## src/rtl/rle_mask_decoder.sv

```systemverilog
// rle_mask_decoder
// Expands run-length tokens into a raster-ordered binary mask stream, one
// pixel per output handshake, while tracking x/y position and flagging runs
// that cross a line end.
//
// Ports:
//   CLK          system clock, rising edge
//   reset_n      synchronous active-low reset
//   tok_valid    token present
//   tok_ready    token accepted when tok_valid && tok_ready
//   tok_bit      mask value of the run
//   tok_len      run length minus one
//   tok_eol      run is last of its line; rest of line padded with 0
//   pix_valid    pixel present
//   pix_ready    pixel consumed when pix_valid && pix_ready
//   pix_bit      mask value
//   pix_sof      pixel is x=0, y=0
//   pix_eol      pixel is x=WIDTH-1
//   pix_eof      pixel is x=WIDTH-1, y=HEIGHT-1
//   frame_done   one-cycle pulse after the last pixel of a frame is consumed
//   err_overrun  sticky: a run crossed a line end
module rle_mask_decoder #(
  parameter int WIDTH  = 640,
  parameter int HEIGHT = 480,
  parameter int LEN_W  = 10
) (
  input  logic             CLK,
  input  logic             reset_n,
  input  logic             tok_valid,
  output logic             tok_ready,
  input  logic             tok_bit,
  input  logic [LEN_W-1:0] tok_len,
  input  logic             tok_eol,
  output logic             pix_valid,
  input  logic             pix_ready,
  output logic             pix_bit,
  output logic             pix_sof,
  output logic             pix_eol,
  output logic             pix_eof,
  output logic             frame_done,
  output logic             err_overrun
);

  localparam int XW = (WIDTH  > 1) ? $clog2(WIDTH)  : 1;
  localparam int YW = (HEIGHT > 1) ? $clog2(HEIGHT) : 1;
  localparam logic [XW-1:0] X_LAST = XW'(WIDTH - 1);
  localparam logic [YW-1:0] Y_LAST = YW'(HEIGHT - 1);

  typedef enum logic [1:0] {
    ST_IDLE = 2'd0,
    ST_RUN  = 2'd1,
    ST_PAD  = 2'd2
  } state_t;

  state_t           r_state;
  state_t           w_state_nxt;
  logic [XW-1:0]    r_x;
  logic [YW-1:0]    r_y;
  logic [LEN_W-1:0] r_remaining;
  logic             r_run_bit;
  logic             r_eol_flag;
  logic             r_frame_done;
  logic             r_err_overrun;

  logic w_last_x;
  logic w_last_y;
  logic w_rem_zero;
  logic w_pix_fire;
  logic w_tok_ready;
  logic w_pix_valid;
  logic w_pix_bit;
  logic w_load;
  logic w_dec;
  logic w_overrun;

  assign w_last_x   = (r_x == X_LAST);
  assign w_last_y   = (r_y == Y_LAST);
  assign w_rem_zero = (r_remaining == {LEN_W{1'b0}});
  assign w_pix_fire = w_pix_valid && pix_ready;

  // Next-state, handshake and pixel-value decode.
  always_comb begin
    w_state_nxt = r_state;
    w_tok_ready = 1'b0;
    w_pix_valid = 1'b0;
    w_pix_bit   = 1'b0;
    w_load      = 1'b0;
    w_dec       = 1'b0;
    w_overrun   = 1'b0;
    case (r_state)
      ST_IDLE: begin
        w_tok_ready = 1'b1;
        if (tok_valid) begin
          w_load      = 1'b1;
          w_state_nxt = ST_RUN;
        end else begin
          w_state_nxt = ST_IDLE;
        end
      end
      ST_RUN: begin
        w_pix_valid = 1'b1;
        w_pix_bit   = r_run_bit;
        if (!w_rem_zero) begin
          // Run still has pixels left; hitting the line end truncates it.
          if (pix_ready && w_last_x) begin
            w_overrun   = 1'b1;
            w_state_nxt = ST_IDLE;
          end else if (pix_ready) begin
            w_dec = 1'b1;
          end else begin
            w_state_nxt = ST_RUN;
          end
        end else if (r_eol_flag && !w_last_x) begin
          if (pix_ready) begin
            w_state_nxt = ST_PAD;
          end else begin
            w_state_nxt = ST_RUN;
          end
        end else begin
          // Last pixel of a complete run: chain the next token with no bubble.
          w_tok_ready = pix_ready;
          if (pix_ready && tok_valid) begin
            w_load      = 1'b1;
            w_state_nxt = ST_RUN;
          end else if (pix_ready) begin
            w_state_nxt = ST_IDLE;
          end else begin
            w_state_nxt = ST_RUN;
          end
        end
      end
      ST_PAD: begin
        w_pix_valid = 1'b1;
        if (pix_ready && w_last_x) begin
          w_state_nxt = ST_IDLE;
        end else begin
          w_state_nxt = ST_PAD;
        end
      end
      default: begin
        w_state_nxt = ST_IDLE;
      end
    endcase
  end

  // State register.
  always_ff @(posedge CLK) begin
    if (!reset_n) begin
      r_state <= ST_IDLE;
    end else begin
      r_state <= w_state_nxt;
    end
  end

  // Loaded run: bit value, pixels left after the current one, eol request.
  always_ff @(posedge CLK) begin
    if (!reset_n) begin
      r_run_bit   <= 1'b0;
      r_remaining <= {LEN_W{1'b0}};
      r_eol_flag  <= 1'b0;
    end else if (w_load) begin
      r_run_bit   <= tok_bit;
      r_remaining <= tok_len;
      r_eol_flag  <= tok_eol;
    end else if (w_dec) begin
      r_remaining <= r_remaining - LEN_W'(1);
    end
  end

  // Raster position, advanced on every consumed pixel.
  always_ff @(posedge CLK) begin
    if (!reset_n) begin
      r_x <= {XW{1'b0}};
      r_y <= {YW{1'b0}};
    end else if (w_pix_fire) begin
      if (w_last_x) begin
        r_x <= {XW{1'b0}};
        r_y <= w_last_y ? {YW{1'b0}} : (r_y + YW'(1));
      end else begin
        r_x <= r_x + XW'(1);
      end
    end
  end

  // End-of-frame pulse and sticky overrun flag.
  always_ff @(posedge CLK) begin
    if (!reset_n) begin
      r_frame_done  <= 1'b0;
      r_err_overrun <= 1'b0;
    end else begin
      r_frame_done <= w_pix_fire && w_last_x && w_last_y;
      if (w_overrun) begin
        r_err_overrun <= 1'b1;
      end
    end
  end

  assign tok_ready   = w_tok_ready;
  assign pix_valid   = w_pix_valid;
  assign pix_bit     = w_pix_bit;
  assign pix_sof     = w_pix_valid && (r_x == {XW{1'b0}}) && (r_y == {YW{1'b0}});
  assign pix_eol     = w_pix_valid && w_last_x;
  assign pix_eof     = w_pix_valid && w_last_x && w_last_y;
  assign frame_done  = r_frame_done;
  assign err_overrun = r_err_overrun;

endmodule

```

## config.mk

```make
export PLATFORM = sky130hd
export DESIGN_NAME = rle_mask_decoder
export DESIGN_NICKNAME = d
export VERILOG_FILES = /design/src/rtl/rle_mask_decoder.sv
export SDC_FILE = /design/constraint.sdc
export NUM_CORES = 1
export LEC_CHECK = 0
export BUFFER_PORTS_ARGS = -buffer_cell sky130_fd_sc_hd__buf_2
export CORE_MARGIN = 5
export CORE_UTILIZATION = 57
export CTS_CLUSTER_DIAMETER = 50
export DETAILED_ROUTE_END_ITERATION = 7
export GPL_ROUTABILITY_DRIVEN = 0
export PLACE_DENSITY = 0.83
export SLEW_MARGIN = 5
export SYNTH_ARGS = -nofsm -noshare
export SYNTH_HDL_FRONTEND = slang
export SYNTH_SLANG_ARGS = --single-unit
```

## constraint.sdc

```tcl
create_clock -name CLK -period 2.61 [get_ports CLK]
set_input_delay 0.3915 -clock CLK [delete_from_list [all_inputs] [get_ports CLK]]
set_output_delay 0.3915 -clock CLK [all_outputs]
set_load 0.05 [all_outputs]
```

After elaboration in Yosys (flattened, before gate mapping) --
Index checks and enable logic that the tools add are counted.
Word-level totals: word-level logic and storage cells 65, output and inout bits 8, register bits 35
Cells by class: reduce and logical (&&, ||, !) cells 18, eq/ne operators 5, add/sub/neg operators 3, mux-type cells 31
Operators with widths (number):
- 10-bit two-way mux | 3
- 10-bit zero test | 2
- 1-bit two-way mux | 18
- 2-bit two-way mux | 6
- 10-bit by 1-bit adder with 10-bit output, second input constant | 1
- 10-bit equality test, second input constant | 1
- 1-bit logical AND | 10
- 10-bit by 1-bit subtractor with 10-bit output, second input constant | 1
- 9-bit by 1-bit adder with 9-bit output, second input constant | 1
- 9-bit equality test, second input constant | 1
- 9-bit zero test | 1
- 9-bit two-way mux | 1
- 2-bit case mux with 3 select lines | 1
- 4-bit inequality test, second input constant | 1
- 1-bit case mux with 2 select lines | 2
- 2-bit by 1-bit equality test with 1-bit output, second input constant | 1
- 2-bit equality test, second input constant | 1
- 2-bit zero test | 1
- 2-bit AND reduction | 1
- 2-bit nonzero test | 1
- 2-bit OR reduction | 1
- 1-bit zero test | 1

Longest topological paths before layout --
depth after elaboration 7, gate-level depth with buffers 9

Worst setup path before layout --
Ideal clock, no wire load.
kind register -> output, start point reg r_state[0], end point out pix_sof, buffers on the path 0, required time 2.219 ns, path slack -0.636 ns, stages on the path, launching flop included 6, arrival 2.854 ns, cells stage by stage dfxtp_1 inv_1 ha_1 and4b_1 nand3_1 nor4_1
Between the ends: longest elaborated chain between the ends 5, elaborated cells between the ends (all ways) 6, classes of those cells 2 x eq/ne; 1 x mux; 3 x reduce/logical
RTL lines:
- from (decl) | RTL line 55 | state_t r_state;
- from (signal assigned) | RTL line 151 | r_state <= w_state_nxt;
- 2-bit equality test or 2-bit by 1-bit equality test with 1-bit output (tied branches) | RTL line 90 | case (r_state)
- 2-bit OR reduction (no line) (*)
- 1-bit two-way mux (*) | RTL line 90
- named net pix_valid | RTL line 34 | output logic pix_valid,
- 1-bit logical AND (*) (2 in a row) | RTL line 201 | assign pix_sof = w_pix_valid && (r_x == {XW{1'b0}}) && (r_y == {YW{1'b0}});
- to (decl) | RTL line 37 | output logic pix_sof,
The timed path passes the listed nets; every way through them passes the cells marked *.

Worst setup path in the final report --
start point reg r_state[0], end point out pix_sof
Between the ends: longest elaborated chain between the ends 5, elaborated cells between the ends (all ways) 6, classes of those cells 2 x eq/ne; 1 x mux; 3 x reduce/logical
RTL lines (RTL line):
- 2-bit equality test or 2-bit by 1-bit equality test with 1-bit output (tied branches) | 90
- 2-bit OR reduction (no line) (*)
- 1-bit two-way mux (*) | 90
- 1-bit logical AND (*) (2 in a row) | 201
Every way passes the cells marked *; elsewhere a longest branch is shown, timed or not.

==> results.py <==
metrics = {
    "yosys": {
        "yosys.cell_count.top_type": "dfxtp_1",
        "ys_seq_area_share_pct": 35.4,
        "synthCells": 227,
        "yosysWarnings": 0,
        "synth_common_cells": "35 x dfxtp_1, 21 x nor2_1, 14 x a21oi_1, 14 x inv_1, 13 x nand2_1",
        "synth_edf_count": 0,
        "synth_fp_nets": 252,
        "yosys_most_used_dff": "dfxtp_1",
        "synth_seq_cells": 35,
        "syn_area_um2": 1980,
        "yosysTopAreaCell": "dfxtp_1",
        "yosysTopAreaCellShare_pct": 35.4,
        "syn_area_per_cell_um2": 8.71,
        "netlist_top_cells_area": "dfxtp_1 35%, ha_1 5.7%, xnor2_1 4.4%",
        "synth.distinct_cells": 54,
        "async_flop_share_pct": 0,
    },
    "critical_path": {
        "max_stage_delay_ps": 410,
        "critPathLaunchType": "flip-flop",
        "crit_chain": "inv_1, ha_1, and4b_1, nand3_1, nor4_4, buf_2",
        "r2r_cells": 6,
        "crit_buf_inv": 2,
        "path_depth": 6,
        "cp_slowest_cell": "dfxtp_1",
        "path_class": "flip-flop to output port",
        "critPathCaptureType": "output port",
        "critPathMaxFanout": 5,
        "cp.arrival_ps": 2060,
        "critPathTopFamily": "simple AND/OR/NAND/NOR gates",
        "required_ps": 2220,
    },
    "power": {
        "vdd_drop_max_uv": 292,
        "p_per_area_nw_per_um2": 547,
        "leakagePower_uw": 0.000888,
    },
    "floorplan": {
        "dieWidth_um": 68.9,
        "initial_core_util_pct": 59.2,
        "die-height_um": 68.9,
        "fp.dieArea_um2": 4750,
        "coreArea_um2": 3340,
        "fp-row-count": 21,
        "io_pins": 24,
    },
    "cts": {
        "cts_inserted_buffers": 5,
        "cts-root-buf": "clkbuf_4",
        "cts_sinks": 35,
        "post_cts_buffers": 0,
        "tritoncts": "yes",
        "clk_pin_slew_worst_paths_ps": 110,
        "htree_levels": 2,
        "clock_latency_ps": 340,
        "clk_path_buf_depth": 2,
    },
    "drt": {
        "wl_um": 4190,
        "dr.pass1.iters": 4,
        "drtIter0Drc": 140,
        "viasPerCell": 5.74,
        "avgRoutedWirePerCell_um": 13.9,
        "route.detailed.drc": 0,
        "vias": 1733,
        "drtAntennaViolNets": 0,
    },
    "grt": {
        "grt_antenna_before_repair": 0,
        "grt_usage_pct": 20.6,
        "grt_pass1_vias": 1616,
        "grt_max_degree": 19,
        "grt_pass1_wl_um": 7290,
        "gr-total-overflow": 0,
    },
    "timing": {
        "worstMarginPinSlew_ps": 452,
        "period_minus_slack_ps": 2450,
        "max-slew-margin-rel_pct": 69.6,
        "finalHoldViolations": 0,
        "slew_viol_final": 0,
        "setup_viol_count_final": 0,
        "max_clock_freq_mhz": 409,
        "fin_worst_skew_ps": 11.0,
        "min_period_over_period_pct": 93.8,
    },
    "run_status": {
        "status": "completed",
    },
    "placed_design": {
        "port_buffers": 23,
        "place_inst": 294,
        "dpl.hpwl_um": 3130,
    },
    "final_layout": {
        "utilization_pct": 67.3,
        "fill_cells": 287,
        "layoutNonFillerInstCount": 302,
        "drive_above_1_share_pct": 19.9,
        "diodes": 0,
        "syn_to_final_growth_pct": 13.6,
        "fin_nets": 280,
    },
    "worst_hold_path": {
        "hold_path_depth": 3,
        "min_path_type": "input port to flip-flop",
    },
    "job": {
        "maxCapViolCount": 0,
    },
}
-- per-stage QoR --
stage / total power (uW) / area [um^2] / setup WS [ps] / hold slack (ps) / setup TNS, ps
after floorplan: 837 / 1990 / 214 / 455 / 0
after global placement: 878 / 2150 / 392 / 469 / 0
after detailed placement: 886 / 2150 / 302 / 477 / 0
after CTS: 1230 / 2240 / 81.6 / 272 / 0
after global routing: 1300 / 2250 / -24.9 / 265 / -24.9
final: 1230 / 2250 / 163 / 274 / 0
-- report_power, final --
group,total [uW],internal (uW),switching (uW)
registers,593,563,29.9
clock network,340,159,182
logic,295,117,178
total,1230,838,390
-- final timing paths --
check                              startpoint                     endpoint  slack (ps)
hold reg to reg        r_run_bit$_SDFFE_PN0P_       r_run_bit$_SDFFE_PN0P_         500
setup reg to reg  r_remaining[4]$_SDFFE_PN0P_  r_remaining[9]$_SDFFE_PN0P_         500
hold / removal                        tok_bit       r_run_bit$_SDFFE_PN0P_         270
setup / recovery      r_state[0]$_SDFFE_PN0P_                      pix_sof         160
-- layer usage --
layer / up-vias / GRT usage, % / part of all wire [%]
met5: - / 0 / 0
met3: 7 / 6.00 / 6.4
met2: 47 / 31.5 / 46
met4: 0 / 9.25 / 1.6
li1: 874 / - / -
met1: 805 / 26.5 / 46
-- timing repair --
action,4_1_cts,5_1_grt
gates cloned,0,0
hold buffers,0,0
endpoints found under the setup margin,2,2
gates resized for setup,3,2
pin swaps,0,1
-- registers in the layout, indices dropped and copies added (netlist names) --
| signal | count |
|---|---|
| r_run_bit | 1 |
| r_state | 2 |
| r_x | 10 |
| r_remaining | 10 |
| r_y | 9 |
| frame_done | 1 |
| err_overrun | 1 |
| r_eol_flag | 1 |
-- cell families after synthesis --
| group | synth area share, % |
|---|---|
| compound gates | 12.8 |
| fa+ha+maj | 5.70 |
| flops | 35.4 |
| buf+inv | 5.19 |
| mux | 2.59 |
| simple gates | 29.0 |
| xor+xnor | 9.24 |
-- area by class of cell --
cell class | instances | area, um^2 | share of cell area, %
repair buffers | 28 | 155 | 6.91
inverters | 14 | 52.6 | 2.34
well taps | 46 | 57.6 | 2.56
clock buffers | 8 | 68.8 | 3.06
flip-flops and latches | 35 | 701 | 31.2
multi-input cells | 171 | 1210 | 53.9
-- cell usage in the layout, fill, tap and decap left out, types with 2 or more instances in the layout --
cell type	count
a21oi_1	14
nor4b_1	2
nand2b_1	2
inv_1	14
o21ai_1	2
nor2_1	21
ha_1	9
o211ai_1	2
a311oi_1	2
o21ai_0	10
nand2_1	13
mux2i_1	4
buf_2	22
nor4_1	5
dfxtp_1	35
nand4_1	7
nor4_4	4
xnor2_1	10
and3_1	5
nor3_1	5
nand3_1	11
a31oi_1	3
buf_4	5
xor2_1	9
and2_1	4
clkbuf_4	6
clkbuf_8	2
-- worst register-to-register path, stage by stage (launching register included) --
cell and delay, ps:
dfxtp_1 360, or3_1 510, nor4_4 380, o221ai_1 250, buf_4 260, o21ai_0 190, a21oi_1 70
Power figures use the tool's default switching activity.
